File: config.mk
export PLATFORM = sky130hd
export DESIGN_NAME = instr_sequencer
export DESIGN_NICKNAME = d
export VERILOG_FILES = /design/src/rtl/instr_sequencer.sv
export SDC_FILE = /design/constraint.sdc
export NUM_CORES = 1
export LEC_CHECK = 0
export BUFFER_PORTS_ARGS = -buffer_cell sky130_fd_sc_hd__buf_4
export CORE_ASPECT_RATIO = 0.5
export CORE_MARGIN = 2
export CORE_UTILIZATION = 41
export DETAILED_ROUTE_END_ITERATION = 10
export HOLD_SLACK_MARGIN = 0.05
export SYNTH_ARGS = -nofsm -noshare
export SYNTH_HDL_FRONTEND = slang
export SYNTH_SLANG_ARGS = --single-unit
File: constraint.sdc
create_clock -name CLOCK -period 3.26 [get_ports CLOCK]
set_input_delay 0.489 -clock CLOCK [delete_from_list [all_inputs] [get_ports CLOCK]]
set_output_delay 0.489 -clock CLOCK [all_outputs]
set_load 0.005 [all_outputs]
File: src/rtl/instr_sequencer.sv
// instr_sequencer: holds a small program memory and issues instruction words
// (plus the mvi immediate) to the processor, pacing each issue on DONE.
//
// Handshake: RUN is a one-cycle issue strobe that presents DIN=instruction.
// For mvi the immediate follows on DIN in the next cycle with RUN low.
// DONE from the control unit is accepted only in the IMM and WAIT states.
// A DONE in any other cycle, including the RUN cycle itself, is ignored.
// If no DONE arrives within TIMEOUT cycles of the issue, the sequencer parks
// in ERROR.
module instr_sequencer #(
  parameter int WORD_W  = 9,
  parameter int DEPTH   = 32,
  parameter int ADDR_W  = 5,
  parameter int TIMEOUT = 15
) (
  input  logic              CLOCK,
  input  logic              RESETN,
  input  logic              START,
  input  logic              LOADEN,
  input  logic [ADDR_W-1:0] LOADADDR,
  input  logic [WORD_W-1:0] LOADDATA,
  input  logic              DONE,
  output logic [WORD_W-1:0] DIN,
  output logic              RUN,
  output logic [ADDR_W-1:0] PC,
  output logic              BUSY,
  output logic              HALTED,
  output logic              ERR,
  output logic [3:0]        state_dbg
);

  localparam int CNT_W = $clog2(TIMEOUT + 1);
  localparam logic [2:0] OP_MVI  = 3'b001;
  localparam logic [2:0] OP_HALT = 3'b111;

  typedef enum logic [3:0] {
    S_IDLE     = 4'd0,
    S_FETCH    = 4'd1,
    S_DECODE   = 4'd2,
    S_FETCHIMM = 4'd3,
    S_ISSUE    = 4'd4,
    S_IMM      = 4'd5,
    S_WAIT     = 4'd6,
    S_HALT     = 4'd7,
    S_ERROR    = 4'd8
  } state_t;

  state_t            state_q, state_d;
  logic [WORD_W-1:0] mem [DEPTH];
  logic [WORD_W-1:0] rdata_q;
  logic [WORD_W-1:0] irbuf_q;
  logic [WORD_W-1:0] immbuf_q;
  logic [WORD_W-1:0] din_q;
  logic [ADDR_W-1:0] pc_q;
  logic [ADDR_W-1:0] pc_inc;
  logic [ADDR_W-1:0] rd_addr;
  logic [CNT_W-1:0]  cnt_q;
  logic [2:0]        rd_op;
  logic [2:0]        ir_op;
  logic              parked;

  assign pc_inc = pc_q + ADDR_W'(1);
  assign rd_op  = rdata_q[WORD_W-1 -: 3];
  assign ir_op  = irbuf_q[WORD_W-1 -: 3];
  assign parked = (state_q == S_IDLE) || (state_q == S_HALT) || (state_q == S_ERROR);
  // In DECODE the immediate (if any) sits at the incremented PC, so read ahead.
  assign rd_addr = (state_q == S_DECODE) ? pc_inc : pc_q;

  // Program memory write port: the loader may only write while the sequencer is parked.
  always_ff @(posedge CLOCK) begin
    if (LOADEN && parked) begin
      mem[LOADADDR] <= LOADDATA;
    end
  end

  // Synchronous read port, one cycle of latency.
  always_ff @(posedge CLOCK or negedge RESETN) begin
    if (!RESETN) begin
      rdata_q <= '0;
    end else begin
      rdata_q <= mem[rd_addr];
    end
  end

  // State register.
  always_ff @(posedge CLOCK or negedge RESETN) begin
    if (!RESETN) begin
      state_q <= S_IDLE;
    end else begin
      state_q <= state_d;
    end
  end

  // Next-state logic.
  always_comb begin
    state_d = state_q;
    case (state_q)
      S_IDLE, S_HALT, S_ERROR: begin
        if (START) state_d = S_FETCH;
      end
      S_FETCH:    state_d = S_DECODE;
      S_DECODE: begin
        if (rd_op == OP_HALT)     state_d = S_HALT;
        else if (rd_op == OP_MVI) state_d = S_FETCHIMM;
        else                      state_d = S_ISSUE;
      end
      S_FETCHIMM: state_d = S_ISSUE;
      S_ISSUE:    state_d = (ir_op == OP_MVI) ? S_IMM : S_WAIT;
      S_IMM:      state_d = DONE ? S_FETCH : S_WAIT;
      S_WAIT: begin
        if (DONE)                                 state_d = S_FETCH;
        else if (cnt_q >= CNT_W'(TIMEOUT - 1))    state_d = S_ERROR;
      end
      default:    state_d = S_IDLE;
    endcase
  end

  // Datapath: program counter, instruction/immediate buffers, held DIN and the DONE timeout counter.
  always_ff @(posedge CLOCK or negedge RESETN) begin
    if (!RESETN) begin
      pc_q     <= '0;
      irbuf_q  <= '0;
      immbuf_q <= '0;
      din_q    <= '0;
      cnt_q    <= '0;
    end else begin
      case (state_q)
        S_IDLE, S_HALT, S_ERROR: begin
          if (START) pc_q <= '0;
        end
        S_DECODE: begin
          irbuf_q <= rdata_q;
          pc_q    <= pc_inc;
        end
        S_FETCHIMM: begin
          immbuf_q <= rdata_q;
          pc_q     <= pc_inc;
        end
        S_ISSUE: begin
          // Counter value equals the number of cycles elapsed since the issue cycle.
          din_q <= irbuf_q;
          cnt_q <= CNT_W'(1);
        end
        S_IMM: begin
          din_q <= immbuf_q;
          cnt_q <= cnt_q + CNT_W'(1);
        end
        S_WAIT: begin
          cnt_q <= cnt_q + CNT_W'(1);
        end
        default: ;
      endcase
    end
  end

  // Output decode: DIN shows the word being presented, otherwise it holds the last one.
  always_comb begin
    DIN = din_q;
    if (state_q == S_ISSUE)    DIN = irbuf_q;
    else if (state_q == S_IMM) DIN = immbuf_q;
  end

  assign RUN       = (state_q == S_ISSUE);
  assign PC        = pc_q;
  assign BUSY      = !parked;
  assign HALTED    = (state_q == S_HALT);
  assign ERR       = (state_q == S_ERROR);
  assign state_dbg = state_q;

endmodule

==> results.tsv <==
metric	value	unit
critical path required time	3730	ps
Worst path max stage delay	760	ps
CTS max path bufs	3	
pwr dens	861	nW/um^2
synthesized instance count	1128	
crit path cell chain	buf_4 > nor4b_4 > nand2_2 > xor2_1 > buf_4 > nand2b_1 > nor3_1 > nor4_1 > buf_4 > nor3_1	
1st-iter DRT viols	1117	
share of post-route cells with drive strength above 1	20.4	%
unrepaired setup endpoints after global routing	false	
Min-Delay Startpoint	LOADDATA[3]	
row count	49	
CTS clock-pin slew for the worst setup and hold paths	70	ps
# IOs	41	
asr flop ratio synth	14.5	%
Initial Util	42.1	%
EDFF count, synth	288	
crit-path most repeated cell	buf_4	
die height	140	microns
DRT Wirelength	41.8	mm
Top FF cell, synth	edfxtp_1	
sw frac	36.1	%
vias post-DR	10500	
gpl congestion	0.852	
Nets	1214	
GRT Total Usage	21.6	%
GR Layer Usage met1	30.7	%
core area	36300	sq um
Final ANT Viol Nets	0	
final instance area	17500	sq um
startpoint types	register	
area delta synth->final	14.7	%
Die Wd	277	microns
WP buf/inv	3	
vias in the first global route	10400	
net switching power	5450	uW
DP HPWL	26.8	mm
H-tree depth	1	
combinational share of power	40.7	%
Reg power frac	35.2	%
Pint	9630	uW
worst slew pin tran	863	ps
Rel. slew slack	41.9	%
router iterations before antenna repair	5	
Clk Latency, worst-skew pair	600	ps
Clock Skew	25.3	ps
drt drc	0	
CTS Buf Count	31	
global route hottest layer	met2	
reg2reg start	state_dbg[2]$_DFFE_PN0P_	
Synth warnings	0	
Root Buffer Master	clkbuf_16	
fmax	0.313	GHz
Slowest-stage cell, CP	nor4_1	
# setup viols final	0	
worst setup path class	reg -> reg	
max-cap violation count	0	
Seq/Total Area, Yosys	64.7	%
CTS tree	built	
Fin. Hold Viols	0	
CP arrival	3670	ps
register bit total from synthesis	337	
syn_area_per_cell	13.5	sq um
Leakage	0.00588	uW
Post-Syn Nets	1150	
Vias/cell	6.20	
I/O Buffers	40	
fin crit period	3200	ps
Worst Setup End Kind	register	
setup TNS	0	ps
Yosys cell types	51	
clock sinks	337	
Post-Syn Area	15300	sq um
drt wl/cell	24.5	microns
crit path launch	state_dbg[2]$_DFFE_PN0P_	
met2 GRT Util	34.4	%
total gr overflow	0	
first-pass GRT wire length	64.1	mm
largest net degree at the start of global routing	125	
Max IR drop VDD	0.000534	V
Placed Area	16500	sq um
run status	completed	
postcts setup bufs	0	
fin. max-slew vios	0	
total die area	38900	sq um
Clk pwr share	24.1	%
hold crit path type	in -> reg	
M3 GR Usage	4.39	%
Final Cycle Share	98.1	%
delay-heaviest family, CP	simple AND/OR/NAND/NOR gates	
initial antenna violation count	1	
CP max FO	20	
-- synthesized netlist by cell type, types with 5 or more instances --
| cell type | count | area [sq um] |
|---|---|---|
| a211o_1 | 6 | 52.6 |
| a21oi_1 | 34 | 170 |
| a311oi_1 | 11 | 96.3 |
| and3_1 | 13 | 81.3 |
| buf_1 | 14 | 52.6 |
| buf_2 | 16 | 80.1 |
| buf_4 | 8 | 60.1 |
| clkbuf_1 | 50 | 188 |
| dfrtp_1 | 49 | 1230 |
| edfxtp_1 | 288 | 8650 |
| mux2_2 | 33 | 372 |
| mux2i_1 | 28 | 280 |
| mux4_2 | 34 | 766 |
| nand2_1 | 86 | 323 |
| nand2b_1 | 10 | 62.6 |
| nand3_1 | 27 | 135 |
| nor2_1 | 74 | 278 |
| nor2b_1 | 7 | 43.8 |
| nor3_1 | 36 | 180 |
| nor4_1 | 9 | 56.3 |
| o21ai_0 | 29 | 145 |
| o221ai_1 | 24 | 210 |
| o22a_1 | 22 | 193 |
| o22ai_1 | 129 | 807 |
| o2bb2ai_1 | 5 | 43.8 |
| o311ai_0 | 19 | 166 |
| o31ai_1 | 10 | 75.1 |
| or4_1 | 9 | 67.6 |
-- power by group through the flow --
stage               Combinational, uW  Sequential [uW]  Clock [uW]
finish                           6130             5310        3640
global route                     6650             5350        3870
floorplan                        4100             5260           0
global placement                 5950             5380           0
CTS                              6090             5310        3710
detailed placement               6060             5390           0
-- routing by layer --
| layer | vias to the layer above | wire (microns) |
|---|---|---|
| met5 | - | 0 |
| met4 | 0 | 845 |
| met3 | 67 | 3720 |
| met2 | 452 | 19200 |
| met1 | 5332 | 18000 |
| li1 | 4695 | - |
-- layout make-up --
type / count / area (sq um)
antenna: 1 / 2.50
clock buffer: 39 / 826
clock inverter: 19 / 179
fill: 3156 / 18800
inverter: 4 / 15.0
multi-input combinational: 698 / 5020
sequential: 337 / 9880
tap: 484 / 606
timing repair buffer: 120 / 982
-- logic make-up (layout without fill, tap and decap cells) --
kind of cell             after synthesis  after routing  synth area share (%)
AO/OA/AOI/OAI                        306            306                  13.7
XOR/XNOR                               7              7                 0.451
adder cells (fa/ha/maj)                3              3                 0.246
buffers and inverters                 93            182                  2.66
flip-flops                           337            337                  64.7
multiplexers                          95             95                  9.29
other                                  0              1                     0
AND/OR/NAND/NOR                      287            287                  8.94
-- cells in the final DEF (no fill, tap or decap), drive strengths merged, types with 10 or more instances in the layout --
cell	instances
buf	119
and3	13
edfxtp	288
mux4	34
clkbuf	39
o21ai	29
dfrtp	49
o311ai	19
nand2	88
a21oi	34
nor3	36
o22a	22
nor2	74
o31ai	10
nand2b	10
nand3	27
o221ai	24
mux2	33
o22ai	129
clkinv	13
a311oi	11
mux2i	28
-- flip-flops by register name (all words and copies together) (netlist names) --
register and cells:
mem 288, irbuf_q 9, PC 5, state_dbg 4, din_q 9, immbuf_q 9, cnt_q 4, rdata_q 9
-- stage by stage --
step                hold slack [ps]  total power (uW)  setup slack [ps]  utilization, %  cells
floorplan                       193              9360               631               -   1128
global placement                452             11300              59.5            45.4   1642
finish                          329             15100              61.8            48.2   1702
detailed placement              448             11500             -17.4            45.4   1642
global route                    329             15900              9.50            48.2   1701
CTS                             313             15100              26.8            48.2   1701
-- path summary, 6_finish.rpt --
kind	to	cells after the start	slack, ps
max in group asynchronous	PC[0]$_DFFE_PN0P_	2	2210
setup reg to reg	rdata_q[8]$_DFF_PN0_	10	60
min in group asynchronous	din_q[8]$_DFFE_PN0P_	2	510
setup / recovery	rdata_q[8]$_DFF_PN0_	10	60
hold / removal	mem[20][3]$_DFFE_PP_	1	330
hold reg to reg	irbuf_q[5]$_DFFE_PN0N_	2	460
-- what timing repair did --
action / CTS / global route
hold buffers: 1 / 0
hold endpoints to repair: 49 / 0
resized for setup: 1 / 6
endpoints found under the setup margin: 1 / 4
No activity file was read; power rests on OpenSTA's default activity.
